$ cat config.mk
export PLATFORM = sky130hd
export DESIGN_NAME = dmem_arbiter_flat
export DESIGN_NICKNAME = d
export VERILOG_FILES = /design/src/rtl/dmem_arbiter_if.sv /design/src/rtl/dmem_arbiter.sv /design/src/flat_wrapper.sv
export SDC_FILE = /design/constraint.sdc
export NUM_CORES = 1
export LEC_CHECK = 0
export BUFFER_PORTS_ARGS = -buffer_cell sky130_fd_sc_hd__clkbuf_2
export CAP_MARGIN = 20
export CORE_MARGIN = 5
export CORE_UTILIZATION = 34
export DETAILED_ROUTE_END_ITERATION = 12
export GPL_ROUTABILITY_DRIVEN = 0
export PLACE_DENSITY_LB_ADDON = 0.1
export SLEW_MARGIN = 20
export SYNTH_ARGS = -nofsm -noshare
export SYNTH_HDL_FRONTEND = slang
export SYNTH_SLANG_ARGS = --single-unit
$ cat constraint.sdc
create_clock -name clk -period 1.6 [get_ports clk]
set_input_delay 0.24 -clock clk [delete_from_list [all_inputs] [get_ports clk]]
set_output_delay 0.24 -clock clk [all_outputs]
set_load 0.01 [all_outputs]
$ cat src/rtl/dmem_arbiter_if.sv
// Bus bundle between the core load/store path, the host port and the data memory.
// The arbiter uses the slave modport; the requesters/memory side uses master.
interface dmem_arbiter_if #(
  parameter int unsigned AW = 8,
  parameter int unsigned DW = 8
);
  logic          core_req;
  logic          core_we;
  logic [AW-1:0] core_addr;
  logic [DW-1:0] core_wdat;
  logic          core_gnt;
  logic          core_stall;
  logic          core_rvalid;
  logic [DW-1:0] core_rdat;

  logic          host_req;
  logic          host_we;
  logic          host_lock;
  logic [AW-1:0] host_addr;
  logic [DW-1:0] host_wdat;
  logic          host_gnt;
  logic          host_rvalid;
  logic [DW-1:0] host_rdat;

  logic          mem_wen;
  logic [AW-1:0] mem_addr;
  logic [DW-1:0] mem_wdat;
  logic [DW-1:0] mem_rdat;

  modport slave (
    input  core_req, core_we, core_addr, core_wdat,
    input  host_req, host_we, host_lock, host_addr, host_wdat,
    input  mem_rdat,
    output core_gnt, core_stall, core_rvalid, core_rdat,
    output host_gnt, host_rvalid, host_rdat,
    output mem_wen, mem_addr, mem_wdat
  );

  modport master (
    output core_req, core_we, core_addr, core_wdat,
    output host_req, host_we, host_lock, host_addr, host_wdat,
    output mem_rdat,
    input  core_gnt, core_stall, core_rvalid, core_rdat,
    input  host_gnt, host_rvalid, host_rdat,
    input  mem_wen, mem_addr, mem_wdat
  );
endinterface

$ cat src/rtl/dmem_arbiter.sv
// Single-port data memory arbiter: core load/store path vs host port.
// One access per cycle, combinational grant, registered read data back to the winner.
// Optional host burst lock is built only when DMEM_ARB_LOCK_EN is defined.
module dmem_arbiter #(
  parameter int unsigned AW       = 8,
  parameter int unsigned DW       = 8,
  parameter int unsigned LOCK_MAX = 4
) (
  input  logic            clk,
  input  logic            rst_n,
  dmem_arbiter_if.slave   bus
);

  typedef enum logic [1:0] {IDLE, CORE, HOST} owner_t;

  owner_t        owner_q, owner_d;
  owner_t        last_q, last_d;
  logic          core_gnt_c, host_gnt_c;
  logic          lock_hold;
  logic [AW-1:0] addr_c;
  logic [DW-1:0] wdat_c;
  logic          wen_c;

  logic          core_rvalid_q, host_rvalid_q;
  logic [DW-1:0] core_rdat_q, host_rdat_q;

`ifdef DMEM_ARB_LOCK_EN
  localparam int unsigned CW = $clog2(LOCK_MAX + 1);
  logic [CW-1:0] lock_cnt_q, lock_cnt_d;

  // Host keeps the memory while it holds the lock and has not used up its burst allowance
  assign lock_hold = bus.host_lock && (owner_q == HOST) && (lock_cnt_q < CW'(LOCK_MAX));

  // Count consecutive locked host grants, saturating at the allowance
  always_comb begin
    lock_cnt_d = '0;
    if (host_gnt_c && bus.host_lock) begin
      lock_cnt_d = (lock_cnt_q == CW'(LOCK_MAX)) ? lock_cnt_q : lock_cnt_q + CW'(1);
    end
  end

  // Burst counter register
  always_ff @(posedge clk or negedge rst_n) begin
    if (!rst_n) lock_cnt_q <= '0;
    else        lock_cnt_q <= lock_cnt_d;
  end
`else
  logic unused_cfg;

  assign lock_hold  = 1'b0;
  assign unused_cfg = bus.host_lock ^ (LOCK_MAX == 0) ^ (owner_q == IDLE);
`endif

  // Owner / last-owner state registers
  always_ff @(posedge clk or negedge rst_n) begin
    if (!rst_n) begin
      owner_q <= IDLE;
      last_q  <= HOST;
    end else begin
      owner_q <= owner_d;
      last_q  <= last_d;
    end
  end

  // Arbitration, next owner and memory mux; everything quiet while reset is held
  always_comb begin
    owner_d    = IDLE;
    last_d     = last_q;
    core_gnt_c = 1'b0;
    host_gnt_c = 1'b0;
    addr_c     = '0;
    wdat_c     = '0;
    wen_c      = 1'b0;
    if (rst_n) begin
      if (bus.core_req && bus.host_req) begin
        if (lock_hold)            host_gnt_c = 1'b1;
        else if (last_q == HOST)  core_gnt_c = 1'b1;
        else                      host_gnt_c = 1'b1;
      end else begin
        core_gnt_c = bus.core_req;
        host_gnt_c = bus.host_req;
      end
      if (core_gnt_c) begin
        addr_c  = bus.core_addr;
        wdat_c  = bus.core_wdat;
        wen_c   = bus.core_we;
        owner_d = CORE;
        last_d  = CORE;
      end else if (host_gnt_c) begin
        addr_c  = bus.host_addr;
        wdat_c  = bus.host_wdat;
        wen_c   = bus.host_we;
        owner_d = HOST;
        last_d  = HOST;
      end
    end
  end

  // Capture read data for the winner of a granted read; rdat holds between reads
  always_ff @(posedge clk or negedge rst_n) begin
    if (!rst_n) begin
      core_rvalid_q <= 1'b0;
      host_rvalid_q <= 1'b0;
      core_rdat_q   <= '0;
      host_rdat_q   <= '0;
    end else begin
      core_rvalid_q <= core_gnt_c && !bus.core_we;
      host_rvalid_q <= host_gnt_c && !bus.host_we;
      if (core_gnt_c && !bus.core_we) core_rdat_q <= bus.mem_rdat;
      if (host_gnt_c && !bus.host_we) host_rdat_q <= bus.mem_rdat;
    end
  end

  assign bus.core_gnt    = core_gnt_c;
  assign bus.host_gnt    = host_gnt_c;
  assign bus.core_stall  = rst_n && bus.core_req && !core_gnt_c;
  assign bus.mem_wen     = wen_c;
  assign bus.mem_addr    = addr_c;
  assign bus.mem_wdat    = wdat_c;
  assign bus.core_rvalid = core_rvalid_q;
  assign bus.host_rvalid = host_rvalid_q;
  assign bus.core_rdat   = core_rdat_q;
  assign bus.host_rdat   = host_rdat_q;

endmodule

$ cat src/flat_wrapper.sv
// flat-port wrapper written by rule: the top's interface ports become plain ports
module dmem_arbiter_flat 
#(
  parameter int unsigned AW       = 8,
  parameter int unsigned DW       = 8,
  parameter int unsigned LOCK_MAX = 4
)
  (clk, rst_n, bus_core_req, bus_core_we, bus_core_addr, bus_core_wdat, bus_host_req, bus_host_we, bus_host_lock, bus_host_addr, bus_host_wdat, bus_mem_rdat, bus_core_gnt, bus_core_stall, bus_core_rvalid, bus_core_rdat, bus_host_gnt, bus_host_rvalid, bus_host_rdat, bus_mem_wen, bus_mem_addr, bus_mem_wdat);
  dmem_arbiter_if #(.AW(AW), .DW(DW)) bus_i ();
  input  logic clk;
  input  logic rst_n;
  input wire logic [$bits(bus_i.core_req)-1:0] bus_core_req;
  input wire logic [$bits(bus_i.core_we)-1:0] bus_core_we;
  input wire logic [$bits(bus_i.core_addr)-1:0] bus_core_addr;
  input wire logic [$bits(bus_i.core_wdat)-1:0] bus_core_wdat;
  input wire logic [$bits(bus_i.host_req)-1:0] bus_host_req;
  input wire logic [$bits(bus_i.host_we)-1:0] bus_host_we;
  input wire logic [$bits(bus_i.host_lock)-1:0] bus_host_lock;
  input wire logic [$bits(bus_i.host_addr)-1:0] bus_host_addr;
  input wire logic [$bits(bus_i.host_wdat)-1:0] bus_host_wdat;
  input wire logic [$bits(bus_i.mem_rdat)-1:0] bus_mem_rdat;
  output wire logic [$bits(bus_i.core_gnt)-1:0] bus_core_gnt;
  output wire logic [$bits(bus_i.core_stall)-1:0] bus_core_stall;
  output wire logic [$bits(bus_i.core_rvalid)-1:0] bus_core_rvalid;
  output wire logic [$bits(bus_i.core_rdat)-1:0] bus_core_rdat;
  output wire logic [$bits(bus_i.host_gnt)-1:0] bus_host_gnt;
  output wire logic [$bits(bus_i.host_rvalid)-1:0] bus_host_rvalid;
  output wire logic [$bits(bus_i.host_rdat)-1:0] bus_host_rdat;
  output wire logic [$bits(bus_i.mem_wen)-1:0] bus_mem_wen;
  output wire logic [$bits(bus_i.mem_addr)-1:0] bus_mem_addr;
  output wire logic [$bits(bus_i.mem_wdat)-1:0] bus_mem_wdat;
  assign bus_i.core_req = bus_core_req;
  assign bus_i.core_we = bus_core_we;
  assign bus_i.core_addr = bus_core_addr;
  assign bus_i.core_wdat = bus_core_wdat;
  assign bus_i.host_req = bus_host_req;
  assign bus_i.host_we = bus_host_we;
  assign bus_i.host_lock = bus_host_lock;
  assign bus_i.host_addr = bus_host_addr;
  assign bus_i.host_wdat = bus_host_wdat;
  assign bus_i.mem_rdat = bus_mem_rdat;
  assign bus_core_gnt = bus_i.core_gnt;
  assign bus_core_stall = bus_i.core_stall;
  assign bus_core_rvalid = bus_i.core_rvalid;
  assign bus_core_rdat = bus_i.core_rdat;
  assign bus_host_gnt = bus_i.host_gnt;
  assign bus_host_rvalid = bus_i.host_rvalid;
  assign bus_host_rdat = bus_i.host_rdat;
  assign bus_mem_wen = bus_i.mem_wen;
  assign bus_mem_addr = bus_i.mem_addr;
  assign bus_mem_wdat = bus_i.mem_wdat;
  dmem_arbiter #(.AW(AW), .DW(DW), .LOCK_MAX(LOCK_MAX)) u_core (.clk(clk), .rst_n(rst_n), .bus(bus_i));
endmodule
==> run_results.csv <==
group,metric,value,unit
finish,drive_gt1_share,73.05,%
finish,multi_input_area,513.0,um2
sta,finalWorstSetupSlack,-223.3,ps
placed_design,portBuffers,83,
floorplan,io_pins,85,
floorplan,die_h,63.92,um
grt,grt.overflow.total,0,
synthesis,post_synth.cell_area_avg,13.36,um2
placed_design,dpl.hpwl,2.348,mm
sta,fin_tns_setup,-3725,ps
sta,hold_violations,0,
route,viasPerCell,5.005,
route,drt_iter0_markers,16,
clock_tree,cts_tree,"built",
clock_tree,clockRootBuffer,"clkbuf_4",
grt,grt_max_degree,18,
finish,nets,215,
pwr,power_density,1168,nW/um2
critical_path,path_class,"flop to primary output",
synthesis,synth_cell_types,18,
critical_path,r2r_setup_slack,-20,ps
critical_path,r2r_start,"u_core.last_q[1]$_DFFE_PN1P_",
finish,nFillCells,253,
outcome,status,"complete, but fails checks",
placed_design,dp_cells,191,
synthesis,netlist_area,988.4,um2
clock_tree,cts.path.max_buffers,2,
critical_path,rr_worst_depth,5,
route,vias,991,
critical_path,path_cells,"nand3b_1 -> buf_4 -> and3_4 -> o21a_1 -> clkbuf_2",
critical_path,start_kind,"flop",
pwr,ir_drop,779.6,uV
sta,drv_slew,0,
clock_tree,cts.sinks,20,
critical_path,rr_endpoint,"u_core.bus.core_rdat[7]$_DFFE_PN0P_",
sta,rsz0062_at_grt,"true",
clock_tree,clock_latency,300,ps
sta,worst_slew_pin_slew,237.6,ps
floorplan,die_x,63.92,um
critical_path,crit_arrival,1580,ps
critical_path,path_buf_inv,2,
sta,max_clock_freq,548.5,MHz
job,drv_cap,0,
finish,layout_commonest_cell,"clkbuf_2",
critical_path,worstSetupPathDepth,5,
finish,syn_to_final_growth,66.58,%
critical_path,worst_setup_path_end_kind,"primary output",
outcome,violations,"setup timing",
finish,final_cell_mix,"clkbuf_2, dfrtp_1, a22o_1",
grt,grt_pass1_wl,4.664,mm
sta,fin_crit_sh,114.0,%
sta,fin_skew,7.390,ps
floorplan,start_util,35.54,%
finish,regArea,501.7,um2
finish,stdcell_count,198,
finish,diodes,0,
critical_path,slowest_stage,"dfstp_2",
floorplan,rows,19,
route,drcViolationCount,0,
synthesis,syn_inst,74,
sta,final-setup-viol-count,28,
route,drt.antenna.violating_nets,0,
route,wire_per_inst,15.07,um
clock_tree,clk_pin_slew,120,ps
synthesis,seq_area_frac_synth,50.76,%
clock_tree,htree_levels,1,
grt,grt_usage,14.14,%
critical_path,crit_path_max_fanout,3,
floorplan,coreArea,2781,um2
grt,antenna_found_initial,0,
clock_tree,cts_buffers,3,
synthesis,syn-num-nets,121,
pwr,p_leak,0.8877,nW
sta,finalCriticalPeriod,1823,ps
critical_path,worstPathRequired,1360,ps
critical_path,slowest_delay,590,ps
route,dr.pass1.iters,3,
sta,max_slew_margin,84.11,%
route,wl,2.984,mm
floorplan,dieArea,4086,um2
critical_path,path_delay_family,"flip-flops",
synthesis,yosys_register_bits,20,
critical_path,crit_path_start,"u_core.last_q[1]$_DFFE_PN1P_",
worst_hold_path,hp-class,"input pin to asynchronous set/reset pin",
grt,grt_pass1_vias,1018,
synthesis,yosysWarnings,0,
[area by class of cell]
type                    instances  share of cell area (%)
repair buffers                 94                   32.83
multi-input cells              49                   31.16
clock buffers                   3                   1.368
flip-flops and latches         20                   30.47
clock inverters                 1                   1.824
well taps                      31                   2.356
[flip-flops by register name (all words and copies together), names as in the netlist]
signal / cells
u_core.bus.host_rvalid: 1
u_core.last_q: 2
u_core.bus.core_rdat: 8
u_core.bus.host_rdat: 8
u_core.bus.core_rvalid: 1
[worst register-to-register path, delay by kind of cell (launching register included)]
family                 cells  cell delay (ps)
AO/OA/AOI/OAI              1              250
buffers and inverters      2              300
flip-flops                 1              590
multiplexers               1              300
AND/OR/NAND/NOR            1               90
[power by group]
group          switching [mW]  internal (mW)
Sequential             0.0881          0.657
Clock                   0.153          0.253
Combinational           0.334          0.437
[Yosys cell counts, drive strengths merged]
master  count  share of area, %
nand2b      2               2.0
and4b       1               1.0
and4        1              0.89
dfrtp      19                48
mux2       17                19
a211oi      1               2.0
and3        2               1.3
nand2       2               1.0
buf         5               2.5
o21a        1              0.76
a21oi       3               1.9
a31oi       1              0.63
nand3b      1              0.76
a22o       17                15
dfstp       1               2.7
[through the flow]
stage | utilization [%] | cell area, um2 | setup slack [ps] | hold WS, ps | power [mW]
2_1_floorplan | - | 994.7 | 11.18 | -55.59 | 1.111
3_3_place_gp | 53.58 | 1490 | -79.09 | 232.6 | 1.418
3_5_place_dp | 53.58 | 1490 | -103.5 | 236.9 | 1.440
4_1_cts | 56.50 | 1572 | -242.8 | 158.1 | 1.873
5_1_grt | 59.20 | 1647 | -333.8 | 148.4 | 2.051
6_report | 59.20 | 1647 | -223.3 | 168.6 | 1.922
[per-layer routing]
metal	vias up	routed length (um)	global-route usage, %
met2	57	1489	25.50
li1	473	-	-
met3	2	407	5.779
met1	459	1072	15.02
met4	0	14	3.896
met5	-	0	0
[how the worst max path moves through the flow]
stage | endpoint | slack, ps
6_report | bus_mem_wen | -220
5_1_grt | bus_mem_addr[2] | -330
4_1_cts | bus_mem_addr[2] | -240
3_5_place_dp | bus_mem_wdat[7] | -100
3_3_place_gp | bus_mem_addr[2] | -80
2_1_floorplan | bus_mem_addr[3] | 10
[timing repair]
item | in CTS | in global routing
hold buffers | 1 | 0
endpoints found under the hold margin | 19 | 0
resized for setup | 5 | 18
pin swaps | 3 | 1
setup buffers | 0 | 2
endpoints found under the setup margin | 27 | 30
[kinds of logic (layout without fill, tap and decap cells)]
family	after synthesis	count (layout)	share of synthesized area, %
mux	17	17	19.37
simple gates	9	9	6.962
flops	20	20	50.76
buf+inv	5	98	2.531
compound gates	23	23	20.38
Power figures use the tool's default switching activity.
